$ cat src/rtl/alu_arbiter.sv
// alu_arbiter: round-robin sharing of one registered ALU among NREQ requesters
//   Ports: clk, rst (async, active-high)
//          req_valid/req_ready/req_in1/req_in2/req_op : per-requester request handshake (packed slices)
//          resp_valid/resp_ready : one-hot response handshake; resp_data/resp_flags shared result bus
//          busy : not IDLE
//          alu_in1/alu_in2/alu_op : registered ALU operands; alu_out/alu_zero/alu_lt/alu_ltu : ALU results
//   Optional: define ALU_ARB_FLAGS_EN to capture {ltu, lt, zero} into resp_flags (else tied to 0).
module alu_arbiter #(
  parameter int NREQ = 2
) (
  input  logic                clk,
  input  logic                rst,
  input  logic [NREQ-1:0]     req_valid,
  output logic [NREQ-1:0]     req_ready,
  input  logic [NREQ*32-1:0]  req_in1,
  input  logic [NREQ*32-1:0]  req_in2,
  input  logic [NREQ*3-1:0]   req_op,
  output logic [NREQ-1:0]     resp_valid,
  input  logic [NREQ-1:0]     resp_ready,
  output logic [31:0]         resp_data,
  output logic [2:0]          resp_flags,
  output logic                busy,
  output logic [31:0]         alu_in1,
  output logic [31:0]         alu_in2,
  output logic [2:0]          alu_op,
  input  logic [31:0]         alu_out,
  input  logic                alu_zero,
  input  logic                alu_lt,
  input  logic                alu_ltu
);
  localparam int IW = $clog2(NREQ);
  typedef enum logic [1:0] {IDLE, ISSUE, CAPTURE, RESP} state_t;
  state_t r_state;
  logic [IW-1:0] r_last, r_grant, w_win, w_idx;
  logic w_any;
  // search starts just after the last winner and wraps, so the first hit is the round-robin winner
  always_comb begin
    w_any = 1'b0;
    w_win = r_last;
    w_idx = r_last;
    for (int k = 1; k <= NREQ; k++) begin
      w_idx = IW'((int'(r_last) + k) % NREQ);
      if (!w_any && req_valid[w_idx]) begin
        w_any = 1'b1;
        w_win = w_idx;
      end
    end
  end
  assign req_ready = (r_state == IDLE && w_any) ? (NREQ'(1) << w_win) : '0;
  assign busy = r_state != IDLE;
  always_ff @(posedge clk or posedge rst)
    if (rst) begin
      r_state    <= IDLE;
      r_last     <= IW'(NREQ - 1);
      r_grant    <= '0;
      resp_valid <= '0;
      resp_data  <= '0;
      alu_in1    <= '0;
      alu_in2    <= '0;
      alu_op     <= '0;
    end else
      case (r_state)
        IDLE: if (w_any) begin
          alu_in1 <= req_in1[w_win*32 +: 32];
          alu_in2 <= req_in2[w_win*32 +: 32];
          alu_op  <= req_op[w_win*3 +: 3];
          r_grant <= w_win;
          r_last  <= w_win;
          r_state <= ISSUE;
        end
        ISSUE: r_state <= CAPTURE;
        CAPTURE: begin
          resp_data  <= alu_out;
          resp_valid <= NREQ'(1) << r_grant;
          r_state    <= RESP;
        end
        RESP: if (resp_ready[r_grant]) begin
          resp_valid <= '0;
          r_state    <= IDLE;
        end
        default: r_state <= IDLE;
      endcase
`ifdef ALU_ARB_FLAGS_EN
  logic [2:0] r_flags;
  always_ff @(posedge clk or posedge rst)
    if (rst) r_flags <= '0;
    else if (r_state == CAPTURE) r_flags <= {alu_ltu, alu_lt, alu_zero};
  assign resp_flags = r_flags;
`else
  logic w_unused_flags;
  assign w_unused_flags = ^{alu_zero, alu_lt, alu_ltu};
  assign resp_flags = 3'b000;
`endif
endmodule

$ cat config.mk
export PLATFORM = sky130hd
export DESIGN_NAME = alu_arbiter
export DESIGN_NICKNAME = d
export VERILOG_FILES = /design/src/rtl/alu_arbiter.sv
export SDC_FILE = /design/constraint.sdc
export NUM_CORES = 1
export LEC_CHECK = 0
export BUFFER_PORTS_ARGS = -buffer_cell sky130_fd_sc_hd__buf_2
export CAP_MARGIN = 20
export CORE_MARGIN = 2
export CORE_UTILIZATION = 44
export CTS_CLUSTER_SIZE = 8
export DETAILED_ROUTE_END_ITERATION = 6
export MAX_ROUTING_LAYER = met4
export PLACE_DENSITY = 0.81
export SETUP_SLACK_MARGIN = 0.3
export SYNTH_ARGS = -nofsm -noshare
export SYNTH_HDL_FRONTEND = slang
export SYNTH_SLANG_ARGS = --single-unit
$ cat constraint.sdc
create_clock -name clk -period 5.15 [get_ports clk]
set_input_delay 1.545 -clock clk [delete_from_list [all_inputs] [get_ports clk]]
set_output_delay 1.545 -clock clk [all_outputs]
set_load 0.02 [all_outputs]
==> report_table.html <==
<table>
<tr><th>Metric</th><th>Value</th></tr>
<tr><th colspan="2">Outcome</th></tr>
<tr><td>Status</td><td>finished clean</td></tr>
<tr><th colspan="2">STA</th></tr>
<tr><td>Max-slew violation count</td><td>0</td></tr>
<tr><td>Final period utilization</td><td>77.6%</td></tr>
<tr><td>Highest clock rate</td><td>250 MHz</td></tr>
<tr><td>Post-Route Hold Slack</td><td>513 ps</td></tr>
<tr><td>Final hold violations</td><td>0</td></tr>
<tr><td>Worst relative slew slack</td><td>43.4%</td></tr>
<tr><td>Worst Clk Skew</td><td>15.3 ps</td></tr>
<tr><td>Transition time at the pin with the least slew margin</td><td>849 ps</td></tr>
<tr><td># setup viols final</td><td>0</td></tr>
<tr><td>Setup repair after global routing missed its margin</td><td>no</td></tr>
<tr><td>Setup TNS after final layout</td><td>0 ps</td></tr>
<tr><td>Time the worst path needs with I/O delays and setup</td><td>4000 ps</td></tr>
<tr><th colspan="2">Global route</th></tr>
<tr><td>GR Util All Layers</td><td>23.7%</td></tr>
<tr><td>Number of global-route vias before repair</td><td>4,557</td></tr>
<tr><td>First-pass GRT wire length</td><td>21.6 mm</td></tr>
<tr><td>Global route total overflow</td><td>0</td></tr>
<tr><td>Initial antenna violation count</td><td>0</td></tr>
<tr><td>Maximum number of pins on one net before global-route repair</td><td>112</td></tr>
<tr><th colspan="2">Detailed routing</th></tr>
<tr><td>Initial drt markers</td><td>402</td></tr>
<tr><td>Residual DRC</td><td>0</td></tr>
<tr><td>Via count</td><td>4,763</td></tr>
<tr><td>Routed wire length</td><td>13.8 mm</td></tr>
<tr><td>ANT nets after route</td><td>0</td></tr>
<tr><td>Drt first pass iters</td><td>5</td></tr>
<tr><td>Average via count per standard cell</td><td>5.42</td></tr>
<tr><td>Detailed-route wire length per cell</td><td>15.8 um</td></tr>
<tr><th colspan="2">Cells and area</th></tr>
<tr><td>Filler instances</td><td>905</td></tr>
<tr><td>Non-filler cells, final</td><td>878</td></tr>
<tr><td>Syn-to-layout area delta</td><td>32.4%</td></tr>
<tr><td>Share of post-route cells with drive strength above 1</td><td>45.8%</td></tr>
<tr><td>Number of antenna repair diodes</td><td>0</td></tr>
<tr><td>Post-layout net count</td><td>912</td></tr>
<tr><td>Utilization after layout</td><td>59.2%</td></tr>
<tr><th colspan="2">Critical path</th></tr>
<tr><td>End of the worst register-to-register path</td><td>alu_in2[26]$_DFFE_PP0P_</td></tr>
<tr><td>Critical register-to-register path startpoint</td><td>r_state[0]$_DFFE_PP0P_</td></tr>
<tr><td>Signal arrival time at the worst endpoint</td><td>2450 ps</td></tr>
<tr><td>Crit-path max FO</td><td>5</td></tr>
<tr><td>Termination of the worst setup path</td><td>req_ready[0]</td></tr>
<tr><td>Worst setup slack for register-to-register paths</td><td>3220 ps</td></tr>
<tr><td>Sort of element at the start of the critical path</td><td>input pin</td></tr>
<tr><td>Worst Path Required</td><td>3610 ps</td></tr>
<tr><td>Launching instance or port of the critical path</td><td>req_valid[1]</td></tr>
<tr><td>Endpoint class of the critical path</td><td>primary output</td></tr>
<tr><td>Logic depth of the worst register-to-register path</td><td>6</td></tr>
<tr><td>Critical path type</td><td>input pin to primary output</td></tr>
<tr><th colspan="2">Pwr</th></tr>
<tr><td>Peak supply drop</td><td>0.385 mV</td></tr>
<tr><td>Ratio of total power to cell area</td><td>655 mW/mm^2</td></tr>
<tr><td>Leakage component of the power</td><td>0.00306 uW</td></tr>
<tr><th colspan="2">Floorplanning</th></tr>
<tr><td>Area enclosed by the die boundary</td><td>0.0118 sq mm</td></tr>
<tr><td>Area inside the core boundary</td><td>0.0108 sq mm</td></tr>
<tr><td>Height of the die</td><td>109 um</td></tr>
<tr><td>Std-Cell Rows</td><td>38</td></tr>
<tr><td>Initial standard-cell utilization of the core</td><td>44.7%</td></tr>
<tr><td>Die Width</td><td>109 um</td></tr>
<tr><td>IO Count</td><td>282</td></tr>
<tr><th colspan="2">Synthesis</th></tr>
<tr><td>Total of warnings raised by yosys</td><td>0</td></tr>
<tr><td>Area of the mapped netlist</td><td>0.00483 sq mm</td></tr>
<tr><td>Seq/Total Area, Yosys</td><td>54.4%</td></tr>
<tr><td>Number of distinct library cells after synthesis</td><td>24</td></tr>
<tr><td>Mean instance size in the synthesized netlist</td><td>9.87 sq um</td></tr>
<tr><td>Post-Syn Instances</td><td>489</td></tr>
<tr><td>FF+latch count, synth</td><td>105</td></tr>
<tr><th colspan="2">Placement</th></tr>
<tr><td>Weighted congestion reported at the end of routability-driven placement</td><td>0.809</td></tr>
<tr><td>DP Wirelength</td><td>9.73 mm</td></tr>
<tr><td>Placed cell count</td><td>861</td></tr>
<tr><td>Number of buffers added on ports</td><td>275</td></tr>
<tr><th colspan="2">Hold path</th></tr>
<tr><td>Hold WC Path Type</td><td>flop to flop</td></tr>
<tr><th colspan="2">CTS</th></tr>
<tr><td>Clock tree from TritonCTS</td><td>built</td></tr>
<tr><td>Maximum root-to-sink buffer count</td><td>2</td></tr>
<tr><td>Clock slew seen by the registers of the worst setup and hold paths</td><td>110 ps</td></tr>
<tr><td>Root buf cell</td><td>sky130_fd_sc_hd__clkbuf_8</td></tr>
<tr><td>Clock Latency Late Sink</td><td>360 ps</td></tr>
<tr><td>Total clock sinks</td><td>105</td></tr>
<tr><td>Buffers inserted during post-CTS setup optimization</td><td>0</td></tr>
<tr><td>H-tree depth</td><td>3</td></tr>
<tr><td>Count of instances resized after the clock tree is built</td><td>0</td></tr>
<tr><td>Total CTS buffers</td><td>9</td></tr>
<tr><td>Post-cts hold buffer count</td><td>0</td></tr>
<tr><th colspan="2">Run</th></tr>
<tr><td>Count of maximum capacitance violations</td><td>0</td></tr>
</table>
[cell families after synthesis]
kind of cell / Yosys count / synth area share [%]
compound gates: 141 / 16.6
fa+ha+maj: 4 / 1.04
buf+inv: 57 / 5.99
flops: 105 / 54.4
mux: 37 / 8.53
other cells: 1 / 0.0777
simple gates: 144 / 13.3
[Yosys cell counts]
library cell / count / area (sq um)
sky130_fd_sc_hd__mux2_2: 33 / 372
sky130_fd_sc_hd__nor2_1: 71 / 267
sky130_fd_sc_hd__nor3_1: 1 / 5.00
sky130_fd_sc_hd__and2b_1: 1 / 7.51
sky130_fd_sc_hd__o21ai_1: 11 / 55.1
sky130_fd_sc_hd__dfstp_2: 1 / 26.3
sky130_fd_sc_hd__conb_1: 1 / 3.75
sky130_fd_sc_hd__nand2b_1: 2 / 12.5
sky130_fd_sc_hd__o2bb2ai_1: 2 / 17.5
sky130_fd_sc_hd__buf_4: 11 / 82.6
sky130_fd_sc_hd__and2_1: 1 / 6.26
sky130_fd_sc_hd__a31oi_1: 67 / 419
sky130_fd_sc_hd__ha_1: 4 / 50.1
sky130_fd_sc_hd__dfrtp_1: 104 / 2600
sky130_fd_sc_hd__a21oi_1: 2 / 10.0
sky130_fd_sc_hd__mux2i_1: 4 / 40.0
sky130_fd_sc_hd__o21ai_0: 57 / 285
sky130_fd_sc_hd__buf_2: 27 / 135
sky130_fd_sc_hd__nand3_1: 67 / 335
sky130_fd_sc_hd__clkbuf_1: 14 / 52.6
sky130_fd_sc_hd__o21a_1: 1 / 7.51
sky130_fd_sc_hd__a22oi_1: 1 / 7.51
sky130_fd_sc_hd__inv_1: 5 / 18.8
sky130_fd_sc_hd__and2b_4: 1 / 10.0
[final cells by class]
class / instances / area, sq um / share of cell area (%)
clock buffer: 11 / 141 / 2.21
tap: 140 / 175 / 2.74
inverter: 5 / 21.3 / 0.333
multi-input combinational: 329 / 1930 / 30.2
timing repair buffer: 283 / 1450 / 22.7
sequential: 105 / 2630 / 41.1
clock inverter: 5 / 43.8 / 0.685
[cell usage in the layout, fill, tap and decap left out, types with 2 or more instances in the layout]
cell type and instances:
sky130_fd_sc_hd__mux2i_1 4, sky130_fd_sc_hd__ha_1 4, sky130_fd_sc_hd__mux2_2 33, sky130_fd_sc_hd__buf_4 7, sky130_fd_sc_hd__nor2_1 71, sky130_fd_sc_hd__nand3_1 67
sky130_fd_sc_hd__inv_1 4, sky130_fd_sc_hd__o2bb2ai_1 2, sky130_fd_sc_hd__a21oi_1 2, sky130_fd_sc_hd__buf_2 275, sky130_fd_sc_hd__a31oi_1 67, sky130_fd_sc_hd__inv_6 4
sky130_fd_sc_hd__clkbuf_8 10, sky130_fd_sc_hd__o21ai_0 57, sky130_fd_sc_hd__nand2b_2 2, sky130_fd_sc_hd__dfrtp_1 104, sky130_fd_sc_hd__o21ai_1 11, sky130_fd_sc_hd__conb_1 3
[flip-flops by register name, summed over array words and instances (netlist names)]
name and count:
alu_in1 32, alu_in2 32, alu_op 3, r_grant 1, r_last 1, r_state 2
resp_data 32, resp_valid 2
[report_power, final]
| part | internal, uW | switching [uW] |
|---|---|---|
| combinational | 821 | 1400 |
| clock | 198 | 291 |
| sequential | 1250 | 220 |
[how the worst min path moves through the flow]
stage / end / depth (start not counted) / from
floorplan: r_last$_DFFE_PP1P_ / 2 / r_last$_DFFE_PP1P_
global placement: resp_data[21]$_DFFE_PP0P_ / 1 / resp_data[21]$_DFFE_PP0P_
detailed placement: resp_data[19]$_DFFE_PP0P_ / 1 / resp_data[19]$_DFFE_PP0P_
CTS: resp_data[19]$_DFFE_PP0P_ / 1 / resp_data[19]$_DFFE_PP0P_
global route: resp_data[24]$_DFFE_PP0P_ / 1 / resp_data[24]$_DFFE_PP0P_
finish: resp_data[19]$_DFFE_PP0P_ / 1 / resp_data[19]$_DFFE_PP0P_
[metrics by stage]
| stage | total power (uW) | cell area (sq um) | worst slack, ps |
|---|---|---|---|
| finish | 4190 | 6390 | 1150 |
| global route | 4480 | 6390 | 1080 |
| CTS | 4210 | 6370 | 1160 |
| detailed placement | 3720 | 6190 | 1220 |
| global placement | 3610 | 6190 | 1240 |
| floorplan | 3010 | 4840 | 846 |
[metal layers]
metal | share of wire (%) | routed length, um | track usage (%)
met5 | 0 | 0 | -
met4 | 2.8 | 391 | 9.34
met3 | 7.3 | 1010 | 3.65
met2 | 51 | 7000 | 40.5
met1 | 39 | 5440 | 28.0
[critical path, stage by stage]
cell,delay (ps)
sky130_fd_sc_hd__buf_2,140
sky130_fd_sc_hd__o21ai_0,170
sky130_fd_sc_hd__nor3_1,360
sky130_fd_sc_hd__buf_2,240
Note: power is estimated with default switching activity, not from simulation.
